===== src/rtl/optflow_pkg.sv =====
// Shared widths, filter taps and FSM encoding for the optical-flow gradient
// weighting stages.
package optflow_pkg;
  localparam int DATA_W = 32;
  localparam int COEF_W = 16;
  localparam int TAPS   = 7;
  localparam int PROD_W = DATA_W + COEF_W + 1;
  localparam int ACC_W  = PROD_W + 3;

  localparam logic [COEF_W-1:0] GRAD_FILTER [0:TAPS-1] = '{
    16'd4948, 16'd8716, 16'd12249, 16'd19025, 16'd12249, 16'd8716, 16'd4948
  };

  typedef enum logic [2:0] {
    IDLE  = 3'd0,
    FILL  = 3'd1,
    RUN   = 3'd2,
    FLUSH = 3'd3,
    DRAIN = 3'd4
  } state_t;
endpackage


===== src/rtl/grad_fir7_mac.sv =====
// Combinational 7-tap weighting MAC: win[0] is the oldest sample, win[6] the
// newest; the Q0.16 result is floored and clamped to the signed 32-bit range.
module grad_fir7_mac
  import optflow_pkg::*;
#(
  parameter int COEF_FRAC = 16
) (
  input  logic [TAPS-1:0][DATA_W-1:0] win,
  output logic [DATA_W-1:0]           result
);
  localparam logic signed [ACC_W-1:0] SAT_MAX = ACC_W'(signed'(32'h7FFF_FFFF));
  localparam logic signed [ACC_W-1:0] SAT_MIN = ACC_W'(signed'(32'h8000_0000));

  logic signed [PROD_W-1:0] prod_s;
  logic signed [ACC_W-1:0]  acc_s;
  logic signed [ACC_W-1:0]  shifted_s;

  // Accumulate signed-sample x unsigned-coefficient products, rescale, clamp.
  always_comb begin
    acc_s  = '0;
    prod_s = '0;
    for (int k = 0; k < TAPS; k++) begin
      prod_s = PROD_W'(signed'(win[k])) * signed'(PROD_W'({1'b0, GRAD_FILTER[k]}));
      acc_s  = acc_s + ACC_W'(prod_s);
    end
    shifted_s = acc_s >>> COEF_FRAC;
    if (shifted_s > SAT_MAX) begin
      result = 32'h7FFF_FFFF;
    end else if (shifted_s < SAT_MIN) begin
      result = 32'h8000_0000;
    end else begin
      result = shifted_s[DATA_W-1:0];
    end
  end
endmodule


===== src/rtl/gradient_weight_x_2.sv =====
// Horizontal 7-tap gradient weighting over a raster stream with zero padding
// at row edges; vld/ack handshakes on both sides, registered output word.
module gradient_weight_x_2
  import optflow_pkg::*;
#(
  parameter int WIDTH     = 1024,
  parameter int HEIGHT    = 436,
  parameter int COEF_FRAC = 16
) (
  input  logic              ap_clk,
  input  logic              ap_rst,
  input  logic              ap_start,
  output logic              ap_done,
  output logic              ap_idle,
  output logic              ap_ready,
  input  logic [DATA_W-1:0] Input_1_V_V,
  input  logic              Input_1_V_V_ap_vld,
  output logic              Input_1_V_V_ap_ack,
  output logic [DATA_W-1:0] Output_1_V_V,
  output logic              Output_1_V_V_ap_vld,
  input  logic              Output_1_V_V_ap_ack
);
  localparam int S_W = $clog2(WIDTH + 3);
  localparam int R_W = $clog2(HEIGHT + 1);

  state_t                      state_r, state_s;
  logic [S_W-1:0]              step_r, step_s;
  logic [R_W-1:0]              row_r, row_s;
  logic [TAPS-1:0][DATA_W-1:0] win_r, win_s;
  logic [DATA_W-1:0]           out_data_r, mac_s, sample_s;
  logic                        out_vld_r;
  logic                        active_s, flushing_s, fire_s, done_s;

  grad_fir7_mac #(.COEF_FRAC(COEF_FRAC)) u_mac (
    .win    (win_s),
    .result (mac_s)
  );

  // Step fire decode and post-shift window; step 0 starts from a zero window.
  always_comb begin
    active_s   = (state_r == FILL) || (state_r == RUN) || (state_r == FLUSH);
    flushing_s = (step_r >= S_W'(WIDTH));
    fire_s     = active_s && (flushing_s || Input_1_V_V_ap_vld) &&
                 ((step_r < S_W'(3)) || !out_vld_r || Output_1_V_V_ap_ack);
    if (flushing_s) begin
      sample_s = '0;
    end else begin
      sample_s = Input_1_V_V;
    end
    if (step_r == '0) begin
      win_s = {sample_s, {((TAPS-1)*DATA_W){1'b0}}};
    end else begin
      win_s = {sample_s, win_r[TAPS-1:1]};
    end
  end

  // Next-state, step and row counters.
  always_comb begin
    state_s = state_r;
    step_s  = step_r;
    row_s   = row_r;
    done_s  = 1'b0;
    case (state_r)
      IDLE: begin
        if (ap_start) begin
          state_s = FILL;
          step_s  = '0;
          row_s   = '0;
        end else begin
          state_s = IDLE;
        end
      end
      FILL, RUN, FLUSH: begin
        if (fire_s) begin
          step_s = step_r + S_W'(1);
          if (step_r == S_W'(2)) begin
            state_s = RUN;
          end else if (step_r == S_W'(WIDTH - 1)) begin
            state_s = FLUSH;
          end else if (step_r == S_W'(WIDTH + 2)) begin
            step_s = '0;
            if (row_r == R_W'(HEIGHT - 1)) begin
              state_s = DRAIN;
            end else begin
              row_s   = row_r + R_W'(1);
              state_s = FILL;
            end
          end else begin
            state_s = state_r;
          end
        end else begin
          state_s = state_r;
        end
      end
      DRAIN: begin
        if (out_vld_r && Output_1_V_V_ap_ack) begin
          done_s  = 1'b1;
          state_s = IDLE;
        end else begin
          state_s = DRAIN;
        end
      end
      default: begin
        state_s = IDLE;
      end
    endcase
  end

  // State, window and output register; a new step may overwrite an acked word.
  always_ff @(posedge ap_clk) begin
    if (ap_rst) begin
      state_r    <= IDLE;
      step_r     <= '0;
      row_r      <= '0;
      win_r      <= '0;
      out_data_r <= '0;
      out_vld_r  <= 1'b0;
    end else begin
      state_r <= state_s;
      step_r  <= step_s;
      row_r   <= row_s;
      if (fire_s) begin
        win_r <= win_s;
      end
      if (fire_s && (step_r >= S_W'(3))) begin
        out_data_r <= mac_s;
        out_vld_r  <= 1'b1;
      end else if (Output_1_V_V_ap_ack) begin
        out_vld_r  <= 1'b0;
      end
    end
  end

  assign Input_1_V_V_ap_ack  = fire_s && !flushing_s;
  assign ap_ready            = Input_1_V_V_ap_ack && (row_r == R_W'(HEIGHT - 1)) &&
                               (step_r == S_W'(WIDTH - 1));
  assign ap_done             = done_s;
  assign ap_idle             = (state_r == IDLE);
  assign Output_1_V_V        = out_data_r;
  assign Output_1_V_V_ap_vld = out_vld_r;
endmodule


===== config.mk =====
export PLATFORM = sky130hd
export DESIGN_NAME = gradient_weight_x_2
export DESIGN_NICKNAME = d
export VERILOG_FILES = /design/src/rtl/optflow_pkg.sv /design/src/rtl/grad_fir7_mac.sv /design/src/rtl/gradient_weight_x_2.sv
export SDC_FILE = /design/constraint.sdc
export NUM_CORES = 2
export LEC_CHECK = 0
export ABC_AREA = 1
export CAP_MARGIN = 20
export CELL_PAD_IN_SITES_DETAIL_PLACEMENT = 2
export CELL_PAD_IN_SITES_GLOBAL_PLACEMENT = 2
export CORE_UTILIZATION = 40
export CTS_CLUSTER_SIZE = 14
export DETAILED_ROUTE_END_ITERATION = 7
export PLACE_DENSITY = 0.86
export SLEW_MARGIN = 5
export SYNTH_ARGS = -nofsm -noshare
export SYNTH_HDL_FRONTEND = slang
export SYNTH_SLANG_ARGS = --single-unit

===== constraint.sdc =====
create_clock -name ap_clk -period 35 [get_ports ap_clk]
set_input_delay 7 -clock ap_clk [delete_from_list [all_inputs] [get_ports ap_clk]]
set_output_delay 7 -clock ap_clk [all_outputs]
set_load 0.03 [all_outputs]

==> results.py <==
metrics = {
    "worst_setup_path": {
        "end_kind": "register",
        "r2r_setup_slack_ns": 13.59,
        "critPathMaxFanout": 64,
        "path_class": "register to register",
        "r2r_start": "step_r[10]$_SDFFE_PP0P_",
        "slowest_delay_ns": 0.80,
        "cpMostUsedCell": "inv_1",
        "crit_path_top_delay_cell": "xor2_1",
        "worstSetupStartpointType": "register",
        "r2r_cells": 73,
        "worstPathArrival_ns": 21.96,
        "timing.rr.end": "Output_1_V_V[3]$_SDFFE_PP0P_",
        "cp.required_ns": 35.55,
    },
    "timing": {
        "max_slew_margin_pct": 14.04,
        "setup_tns_ns": 0,
        "fin_crit_sh_pct": 61.19,
        "min_period_ns": 21.42,
        "tightest_slew_ns": 1.285,
        "drv_slew": 0,
        "grt_setup_unrepaired": "false",
        "setup_viol": 0,
        "fin_skew_ns": 0.04193,
        "hold_viol": 0,
        "max_freq_mhz": 46.70,
    },
    "final_layout": {
        "instances_no_fill": 10430,
        "syn2layout_area_growth_pct": 7.368,
        "nFillCells": 18880,
        "drive_above_1_share_pct": 2.302,
        "layout.nets": 10650,
        "post-route-util_pct": 43.33,
    },
    "route": {
        "first_iter_violations": 4345,
        "viasPerCell": 5.790,
        "route.detailed.drc": 0,
        "vias": 60410,
        "drt_first_pass_iters": 5,
        "wirelength_um": 336600,
        "drt.antenna.violating_nets": 0,
        "avgRoutedWirePerCell_um": 32.26,
    },
    "clocking": {
        "cts_made_buffers": 40,
        "cts_hold_buf": 0,
        "cts_tree": "yes",
        "cts_buffer_depth": 3,
        "clockRootBuffer": "clkbuf_16",
        "cts_setup_buffers": 0,
        "htreeDepth": 2,
        "clock_sinks": 248,
        "cts-resized-gates": 0,
        "clkLatencyLatePin_ns": 0.65,
        "clk_pin_slew_ns": 0.07,
    },
    "synth": {
        "synthArstFlopShare_pct": 0,
        "yosysTopAreaCell": "fa_1",
        "synth_edf_count": 0,
        "synthTopCellsByCount": "2531 x inv_1, 1228 x fa_1, 1206 x ha_1",
        "yosysWarnings": 0,
        "synth_area_per_cell_sq_um": 8.463,
        "yosysUniqueCellTypes": 49,
        "syn_area_sq_mm": 0.06847,
        "ys_seq_area_share_pct": 7.251,
        "synth-main-ff-cell": "dfxtp_1",
        "syn-instance-count": 8091,
        "synth.top_cell.area_share_pct": 35.90,
        "synth.most_common_cell": "inv_1",
        "synth_seq_cells": 248,
        "synth_area_leaders": "fa_1 36%, ha_1 22%, inv_1 14%",
    },
    "placement": {
        "gp_congestion": 0.9643,
        "dp_hpwl_um": 271700,
        "dp_cells": 10340,
        "port_buffers": 73,
    },
    "global_routing": {
        "grt_pass1_vias": 71950,
        "grt_first_pass_wirelength_um": 487500,
        "grt_start_max_net_pins": 178,
        "track_usage_pct": 38.78,
        "overflow": 0,
        "antenna_found_initial": 12,
    },
    "floorplanning": {
        "fp.dieArea_sq_mm": 0.1728,
        "fp.dieH_um": 415.7,
        "coreArea_sq_mm": 0.1697,
        "io_pins": 74,
        "fp.dieW_um": 415.7,
        "initial_utilization_pct": 40.36,
        "rows": 151,
    },
    "run_status": {
        "status": "finished clean",
    },
    "hold_path": {
        "hp-start": "win_r[164]$_SDFFE_PP0P_",
        "worstHoldEndpoint": "win_r[164]$_SDFFE_PP0P_",
        "whs_path_depth": 2,
        "hp-class": "register to register",
    },
    "job": {
        "drv.max_cap_violation_count": 0,
    },
}
through the flow:
step | hold WS (ns) | setup slack, ns | area (sq um)
global route | 0.4886 | 13.32 | 73500
CTS | 0.4571 | 14.64 | 73370
floorplan | 0.4224 | 19.60 | 68490
global placement | 0.4390 | 15.89 | 71980
finish | 0.4539 | 13.59 | 73520
detailed placement | 0.4486 | 15.14 | 72070
flip-flops by register name, summed over array words and instances (netlist names):
register,flops
step_r,11
row_r,9
Output_1_V_V,32
state_r,3
win_r,192
Output_1_V_V_ap_vld,1
layer usage:
layer,wire length (um),GRT usage (%)
met5,61,0
met2,159400,64.57
met4,36390,34.72
met3,22730,8.082
met1,118100,41.57
cells by family (layout without fill, tap and decap cells):
group	Yosys count	count (layout)	share of synthesized area, %
simple gates	1381	1381	7.987
xor+xnor	245	245	3.134
flops	248	248	7.251
compound gates	1141	1141	9.109
other cells	2	14	0.01097
buf+inv	2640	2752	14.57
fa+ha+maj	2434	2434	57.94
cells in the final DEF, fill, tap and decap left out, types with 19 or more instances in the layout:
cell	synthesis	final
xor2_1	145	145
o21ai_0	408	407
nand2_1	573	571
nor3_1	38	38
a21oi_1	536	536
xnor2_1	100	100
a21oi_2	28	28
nand3_1	86	86
clkdlybuf4s50_1	0	73
nor2_1	633	630
a31oi_1	35	35
o211ai_1	19	19
fa_1	1228	1228
buf_4	3	66
ha_1	1206	1206
o21a_1	21	21
a21o_1	24	24
clkbuf_16	0	41
dfxtp_1	248	248
inv_1	2531	2529
how the worst max path moves through the flow:
stage                                       start                            end  depth (start not counted)  slack [ns]
after floorplan                    Input_1_V_V[6]  Output_1_V_V[10]$_SDFFE_PP0P_                         42       19.60
after global placement    step_r[10]$_SDFFE_PP0P_  Output_1_V_V[30]$_SDFFE_PP0P_                         74       15.89
after detailed placement  step_r[10]$_SDFFE_PP0P_   Output_1_V_V[3]$_SDFFE_PP0P_                         74       15.14
after CTS                 step_r[10]$_SDFFE_PP0P_   Output_1_V_V[3]$_SDFFE_PP0P_                         75       14.64
after global routing      step_r[10]$_SDFFE_PP0P_   Output_1_V_V[0]$_SDFFE_PP0P_                         74       13.32
final                     step_r[10]$_SDFFE_PP0P_   Output_1_V_V[3]$_SDFFE_PP0P_                         73       13.59
cell type report:
cell class	instances	area [sq um]	share of cell area (%)
multi-input cells	5209	53570	72.87
inverters	2533	9518	12.95
flip-flops and latches	248	4965	6.753
well taps	2218	2775	3.775
repair buffers	150	1371	1.865
clock buffers	53	1111	1.511
clock inverters	16	188.9	0.2570
diodes	6	15.01	0.02042
worst max-delay path: cells and delay by family, from the launching register on:
kind / cells / cell delay, ns
XOR/XNOR: 2 / 1.19
adder cells (fa/ha/maj): 19 / 8.57
AND/OR/NAND/NOR: 16 / 3.14
flip-flops: 1 / 0.31
buffers and inverters: 20 / 3.61
AO/OA/AOI/OAI: 16 / 4.36
Power is left out: the tool's default activity adds up to more than one toggle a clock period on the data nets, which glitch-free logic cannot reach.
